### src/rtl/gfx_pkg.sv
// Shared constants for the graphics register bank: address map, reset values,
// screen limits and the commit FSM encoding.
package gfx_pkg;

  localparam logic [3:0]  CS_GFX     = 4'b0100;
  localparam logic [18:0] LAST_PIXEL = 19'h4AFFF;
  localparam logic [15:0] X_MAX      = 16'd639;
  localparam logic [15:0] Y_MAX      = 16'd479;

  localparam int NUM_REGS = 10;

  localparam logic [3:0] ADDR_P1X    = 4'd0;
  localparam logic [3:0] ADDR_P1Y    = 4'd1;
  localparam logic [3:0] ADDR_P2X    = 4'd2;
  localparam logic [3:0] ADDR_P2Y    = 4'd3;
  localparam logic [3:0] ADDR_BX     = 4'd4;
  localparam logic [3:0] ADDR_BY     = 4'd5;
  localparam logic [3:0] ADDR_BZ     = 4'd6;
  localparam logic [3:0] ADDR_S1     = 4'd7;
  localparam logic [3:0] ADDR_S2     = 4'd8;
  localparam logic [3:0] ADDR_STATE  = 4'd9;
  localparam logic [3:0] ADDR_COMMIT = 4'd10;

  localparam logic [15:0] RST_P1X   = 16'd100;
  localparam logic [15:0] RST_P1Y   = 16'd200;
  localparam logic [15:0] RST_P2X   = 16'd350;
  localparam logic [15:0] RST_P2Y   = 16'd250;
  localparam logic [15:0] RST_BX    = 16'd320;
  localparam logic [15:0] RST_BY    = 16'd240;
  localparam logic [15:0] RST_BZ    = 16'd0;
  localparam logic [15:0] RST_S1    = 16'd0;
  localparam logic [15:0] RST_S2    = 16'd0;
  localparam logic [15:0] RST_STATE = 16'd0;

  typedef enum logic {
    IDLE  = 1'b0,
    ARMED = 1'b1
  } gfx_state_t;

  function automatic logic [15:0] reset_value(input int idx);
    case (idx)
      0:       return RST_P1X;
      1:       return RST_P1Y;
      2:       return RST_P2X;
      3:       return RST_P2Y;
      4:       return RST_BX;
      5:       return RST_BY;
      6:       return RST_BZ;
      7:       return RST_S1;
      8:       return RST_S2;
      default: return RST_STATE;
    endcase
  endfunction

endpackage

### src/rtl/gfx_coord_clamp.sv
// Unsigned saturating clamp of a coordinate against an upper limit.
module gfx_coord_clamp (
  input  logic [15:0] i_value,
  input  logic [15:0] i_limit,
  output logic [15:0] o_value
);

  assign o_value = (i_value > i_limit) ? i_limit : i_value;

endmodule

### src/rtl/gfx_reg_bank.sv
// CPU-written shadow registers that are copied to the live outputs atomically
// at the end of a frame, so the renderers never see a half-updated scene.
module gfx_reg_bank
  import gfx_pkg::*;
(
  input  logic        clk,
  input  logic        rst,
  input  logic [3:0]  chipselect,
  input  logic [3:0]  data_address,
  input  logic [15:0] databus,
  input  logic        VGA_ready,
  input  logic [18:0] pixel_address,
  output logic [15:0] paddle_1_x,
  output logic [15:0] paddle_1_y,
  output logic [15:0] paddle_2_x,
  output logic [15:0] paddle_2_y,
  output logic [15:0] ball_x,
  output logic [15:0] ball_y,
  output logic [15:0] ball_z,
  output logic [15:0] player_1_score,
  output logic [15:0] player_2_score,
  output logic [15:0] game_state,
  output logic        commit_pending,
  output logic [15:0] frame_count,
  output logic        addr_err
);

  gfx_state_t  r_state;
  logic        r_commit_pending;
  logic [15:0] r_frame_count;
  logic        r_addr_err;

  logic        w_wr;
  logic        w_frame_end;
  logic        w_commit_wr;
  logic        w_commit;
  logic [15:0] w_x_clamped;
  logic [15:0] w_y_clamped;
  logic [15:0] w_wdata;

  assign w_wr        = (chipselect == CS_GFX);
  assign w_frame_end = VGA_ready && (pixel_address == LAST_PIXEL);
  assign w_commit_wr = w_wr && (data_address == ADDR_COMMIT);
  assign w_commit    = (r_state == ARMED) && w_frame_end;

  gfx_coord_clamp u_clamp_x (
    .i_value (databus),
    .i_limit (X_MAX),
    .o_value (w_x_clamped)
  );

  gfx_coord_clamp u_clamp_y (
    .i_value (databus),
    .i_limit (Y_MAX),
    .o_value (w_y_clamped)
  );

  always_comb begin
    w_wdata = databus;
    case (data_address)
      ADDR_P1X, ADDR_P2X, ADDR_BX: w_wdata = w_x_clamped;
      ADDR_P1Y, ADDR_P2Y, ADDR_BY: w_wdata = w_y_clamped;
      default:                     w_wdata = databus;
    endcase
  end

  // Commit reads the shadow value from before this cycle's write, so a write
  // coinciding with a commit only shows up at the next commit.
  for (genvar gi = 0; gi < NUM_REGS; gi++) begin : g_reg
    logic [15:0] r_shadow;
    logic [15:0] r_live;

    always_ff @(posedge clk) begin
      if (rst) begin
        r_shadow <= reset_value(gi);
        r_live   <= reset_value(gi);
      end else begin
        if (w_commit)
          r_live <= r_shadow;
        if (w_wr && (data_address == 4'(gi)))
          r_shadow <= w_wdata;
      end
    end
  end

  always_ff @(posedge clk) begin
    if (rst) begin
      r_state          <= IDLE;
      r_commit_pending <= 1'b0;
    end else begin
      case (r_state)
        IDLE: begin
          if (w_commit_wr) begin
            r_state          <= ARMED;
            r_commit_pending <= 1'b1;
          end
        end
        ARMED: begin
          if (w_frame_end) begin
            r_state          <= IDLE;
            r_commit_pending <= 1'b0;
          end
        end
        default: begin
          r_state          <= IDLE;
          r_commit_pending <= 1'b0;
        end
      endcase
    end
  end

  always_ff @(posedge clk) begin
    if (rst) begin
      r_frame_count <= 16'd0;
      r_addr_err    <= 1'b0;
    end else begin
      if (w_frame_end)
        r_frame_count <= r_frame_count + 16'd1;
      if (w_wr && (data_address > ADDR_COMMIT))
        r_addr_err <= 1'b1;
    end
  end

  assign paddle_1_x     = g_reg[0].r_live;
  assign paddle_1_y     = g_reg[1].r_live;
  assign paddle_2_x     = g_reg[2].r_live;
  assign paddle_2_y     = g_reg[3].r_live;
  assign ball_x         = g_reg[4].r_live;
  assign ball_y         = g_reg[5].r_live;
  assign ball_z         = g_reg[6].r_live;
  assign player_1_score = g_reg[7].r_live;
  assign player_2_score = g_reg[8].r_live;
  assign game_state     = g_reg[9].r_live;
  assign commit_pending = r_commit_pending;
  assign frame_count    = r_frame_count;
  assign addr_err       = r_addr_err;

endmodule

### config.mk
export PLATFORM = sky130hd
export DESIGN_NAME = gfx_reg_bank
export DESIGN_NICKNAME = d
export VERILOG_FILES = /design/src/rtl/gfx_pkg.sv /design/src/rtl/gfx_coord_clamp.sv /design/src/rtl/gfx_reg_bank.sv
export SDC_FILE = /design/constraint.sdc
export NUM_CORES = 1
export LEC_CHECK = 0
export BUFFER_PORTS_ARGS = -buffer_cell sky130_fd_sc_hd__buf_2
export CAP_MARGIN = 10
export CORE_ASPECT_RATIO = 1.75
export CORE_MARGIN = 2
export CORE_UTILIZATION = 23
export DETAILED_ROUTE_END_ITERATION = 10
export GPL_ROUTABILITY_DRIVEN = 0
export GPL_TIMING_DRIVEN = 0
export SYNTH_ARGS = -nofsm -noshare
export SYNTH_HDL_FRONTEND = slang
export SYNTH_SLANG_ARGS = --single-unit
### constraint.sdc
create_clock -name clk -period 1.89 [get_ports clk]
set_input_delay 0.189 -clock clk [delete_from_list [all_inputs] [get_ports clk]]
set_output_delay 0.189 -clock clk [all_outputs]
set_load 0.02 [all_outputs]
# Word level (Yosys, flattened, before mapping)
# Index checks and enable logic that the tools add are counted.
# op_classes
n_shift	0
reduce_logical	18
bitwise_logic	1
addsub	1
div_mod_pow	0
n_lt_le_gt_ge	3
eq_ne	14
multipliers	0
mux	9
# ops
cell	count
16-bit two-way mux	2
16-bit case mux with 2 select lines	1
4-bit by 3-bit == test with 1-bit output (second input constant)	5
19-bit == test (second input constant)	1
16-bit by 1-bit adder with 16-bit output (second input constant)	1
16-bit by 10-bit > comparator with 1-bit output (second input constant)	1
16-bit by 9-bit > comparator with 1-bit output (second input constant)	1
1-bit logical AND	14
4-bit == test (second input constant)	3
4-bit by 2-bit == test with 1-bit output (second input constant)	2
3-bit OR reduction	2
4-bit by 1-bit == test with 1-bit output (second input constant)	1
4-bit > comparator (second input constant)	1
4-bit zero test	1
1-bit two-way mux	4
1-bit case mux with 2 select lines	2
2-bit by 1-bit inequality test with 1-bit output (second input constant)	1
2-bit inequality test (second input constant)	1
2-bit AND reduction	1
1-bit NOT	1
# word_totals
mem_bits_ro	0
latch_bits	0
ramBits	0
n_memories	0
inputBits	46
reg_bits	339

# Depth between registers and ports, before layout
# depth
depth_word	4
depth_mapped	7

# Modules after synthesis
# A second synthesis with hierarchy kept.
# unflattened
hier_cells	1766
area_unflattened_um2	16309.4
# by_module_without_submodules
module	n_inst	cells_each	area_each_um2
gfx_reg_bank	1	1458	14182.4
gfx_coord_clamp	2	154	1063.5

# Least setup slack after synthesis
# No wires, ideal clock.
# synth_timing
kind	input port to flip-flop
startpoint	input chipselect[1]
endpoint	register g_reg[3].r_shadow[13]
setup_time_ns	0.116
path_stages	6
setup_slack_ns	-0.083
t_arrival_ns	1.857
path_cell_list	or4b_1 buf_6 buf_6 or4_4 buf_6 and3_1
# synth_between
elab_chain_cells	2
# synth_rtl
element	line	rtl
from (decl)	gfx_reg_bank.sv:8	input logic [3:0] chipselect,
4-bit by 3-bit == test with 1-bit output	gfx_reg_bank.sv:41	assign w_wr = (chipselect == CS_GFX);
1-bit logical AND	gfx_reg_bank.sv:80	if (w_wr && (data_address == 4'(gi)))
to (signal assigned)	gfx_reg_bank.sv:75	r_shadow <= reset_value(gi);
to (signal assigned)	gfx_reg_bank.sv:81	r_shadow <= w_wdata;
to (decl)	gfx_reg_bank.sv:70	logic [15:0] r_shadow;
# Every way passes these cells.
# A chain may end at the register's enable or synchronous reset.

# Worst setup path in the final report
# layout_timing
startpoint	input chipselect[1]
endpoint	register g_reg[2].r_shadow[4]
# layout_between
elab_chain_cells	2
# layout_rtl
element	line
4-bit by 3-bit == test with 1-bit output	gfx_reg_bank.sv:41
1-bit logical AND	gfx_reg_bank.sv:80
to (signal assigned)	gfx_reg_bank.sv:75
to (signal assigned)	gfx_reg_bank.sv:81
to (decl)	gfx_reg_bank.sv:70
# Every way passes these cells.

==> flow_summary_export.csv <==
group,metric,value,unit
critical_path,arrival,2200,ps
detailed_routing,num_vias,10650,
logic_synthesis,synth_seq_cells,339,
detailed_routing,ant_nets,0,
cells_and_area,instances_no_fill,2332,
place,dp_hpwl,34.27,mm
place,numPortBuffers,222,
hold_path,min_path_type,"input port to flop",
logic_synthesis,netlist_area,12650,µm²
logic_synthesis,ys_top_cells_by_area,"dfxtp_1, mux2i_1, nand2_1, nor2_1, a21oi_1",
critical_path,path_cells,"buf_2 -> or4b_4 -> buf_6 -> or4_1 -> nor2_1 -> a22oi_1",
detailed_routing,drt_iter0_markers,555,
sta,max_slew_margin,26.47,%
cells_and_area,insertedDiodeCount,0,
floorplan,initial_core_util,23.29,%
outcome,status,"completed",
power_and_ir_drop,p_leak,6.072,nW
power_and_ir_drop,ir_worst_vdd,0.6607,mV
logic_synthesis,yosysWarnings,0,
cells_and_area,largest_reg_flops,160,
cts,cts_buffers,35,
detailed_routing,wl_met2,23.14,mm
logic_synthesis,synthArstFlopShare,0,%
critical_path,cp_data_required_time,2270,ps
cells_and_area,regMostFlops,"g.r_shadow",
detailed_routing,wl_met3,2.276,mm
floorplan,die-area,56950,µm²
floorplan,die_h,314.2,µm
sta,fin_crit_sh,96.19,%
detailed_routing,dr.max_layer_used,"met5",
grt,overflow,0,
cells_and_area,nets,1665,
logic_synthesis,ys.flop_type,"dfxtp_1",
sta,rsz0062_at_grt,"false",
logic_synthesis,syn_avg_cell_area,9.437,µm²
sta,finalSetupTns,0,ps
power_and_ir_drop,power.density,911.9,nW/µm²
cts,clock_sinks,339,
critical_path,cpPeakStageDelay,620,ps
sta,hold_viol,0,
cts,cts_root_buf,"clkbuf_16",
logic_synthesis,synth_area_leader_cell,"dfxtp_1",
logic_synthesis,syn_nets,1387,
logic_synthesis,ys_seq_area_share,53.67,%
detailed_routing,drt-met1-wl,18.02,mm
logic_synthesis,syn_inst,1340,
cts,clk_latency,520,ps
critical_path,start_kind,"input port",
place,post-place-ws,-1009,ps
logic_synthesis,synth_edf_count,0,
sta,final.min_clock_period,1818,ps
detailed_routing,drtPass1Iterations,5,
detailed_routing,vias_per_cell,4.565,
detailed_routing,drt_wl_total,45.24,mm
critical_path,cp_slowest_cell,"or4_1",
detailed_routing,wl_per_cell,19.40,µm
flow_run,maxCapViolCount,0,
cells_and_area,drive_gt1_share,22.59,%
cells_and_area,area_growth,27.20,%
critical_path,worstSetupPathType,"input port to flop",
critical_path,end_kind,"flop",
cts,htreeDepth,2,
detailed_routing,drc,0,
grt,antenna_found_initial,3,
critical_path,cp_max_fo,5,
sta,worst_slack,71.94,ps
sta,maxSlewViolCount,0,
cts,cts_tree,"yes",
grt,grt_pass1_wl,65.97,mm
sta,worstMarginPinSlew,1096,ps
floorplan,core,54290,µm²
cts,clk_pin_slew,60,ps
power_and_ir_drop,totalPowerFinal,14.67,mW
grt,grt_pass1_vias,10620,
grt,grt.total_usage,15.39,%
floorplan,fp-row-count,113,
cells_and_area,final_cell_mix,"dfxtp_1, nand2_1, buf_2, mux2i_1, nor2_1",
sta,fmax,550.0,MHz
logic_synthesis,synth_cell_type_count,51,
floorplan,io_pins,224,
logic_synthesis,synth.top_cell.area_share,53.67,%
sta,finClkSkew,11.77,ps
place,dp.cells,2256,
grt,grt_max_degree,16,
floorplan,die_width,181.3,µm
cells_and_area,final_common_cell,"dfxtp_1",
cts,clk_path_buf_depth,3,
sta,setup_viol,0,
-- Yosys cell counts, types with 3 or more instances --
cell / n
a211oi_1: 13
a21oi_1: 66
a22oi_1: 10
a22oi_2: 5
a31oi_1: 3
and2_1: 18
and3_1: 32
buf_2: 26
buf_6: 4
clkbuf_1: 62
dfxtp_1: 339
inv_1: 3
mux2_2: 10
mux2i_1: 178
nand2_1: 299
nand2b_1: 7
nand3_1: 8
nand4_1: 12
nor2_1: 105
nor2b_1: 10
nor3_1: 6
nor3_2: 9
nor4_1: 4
o21ai_0: 52
o22ai_1: 15
or2_2: 3
or3_1: 5
or4_1: 6
-- final timing paths --
check                   startpoint                    end  slack (ps)  depth (start not counted)
max                  chipselect[1]   g_reg[2].r_shadow[4]          70                          6
min reg2reg  g_reg[1].r_shadow[15]         paddle_1_y[15]         450                          2
max reg2reg         frame_count[3]         frame_count[9]         110                          4
min                    databus[13]  g_reg[7].r_shadow[13]          20                          3
-- cell type report --
cell class                 instances  area, µm²
buffer                            93      449.2
clock buffer                      48       1017
clock inverter                    13      110.1
fill                            5713      38210
inverter                           4      15.01
multi-input combinational        902       5507
sequential                       339       6787
tap                              690      863.3
timing repair buffer             243       1338
-- metrics by stage --
stage                     util [%]  area [µm²]  hold slack (ps)
after global placement       26.94       14630            441.0
after detailed placement     27.12       14720            443.5
after CTS                    29.51       16020            1.326
after floorplan                  -       12650            325.0
final                        29.63       16090            24.58
after global routing         29.63       16090            17.45
-- worst max-delay path, delay by kind of cell --
family,cells,cell delay [ps]
AND/OR/NAND/NOR,3,1560
AO/OA/AOI/OAI,1,170
buffers and inverters,2,270
-- kinds of logic after synthesis --
logic type / count (synthesis) / share of synthesized area (%)
AOI/OAI and AO/OA: 177 / 8.291
buffers and inverters: 99 / 3.463
adders and majority gates: 1 / 0.09893
DFF: 339 / 53.67
and+or+nand+nor: 536 / 19.50
muxes: 188 / 14.98
-- timing repair --
item	in CTS	in global routing
gates cloned	0	0
pin swaps	6	2
setup buffers	9	6
gates resized for setup	13	11
hold buffers	2	0
hold endpoints to repair	2	0
endpoints found under the setup margin	153	61
-- metal layers --
metal / up-vias / GRT usage (%)
met4: 4 / 6.763
met1: 5096 / 17.13
met5: - / 0
met2: 330 / 28.42
met3: 92 / 2.788
li1: 5123 / -
-- where the power goes --
group / switching [mW] / total, mW / internal [mW]
logic: 0.467 / 0.626 / 0.159
clock network: 2.96 / 6.89 / 3.93
registers: 0.00486 / 7.15 / 7.15
total: 3.43 / 14.7 / 11.2
Note: power is estimated with default switching activity, not from simulation.
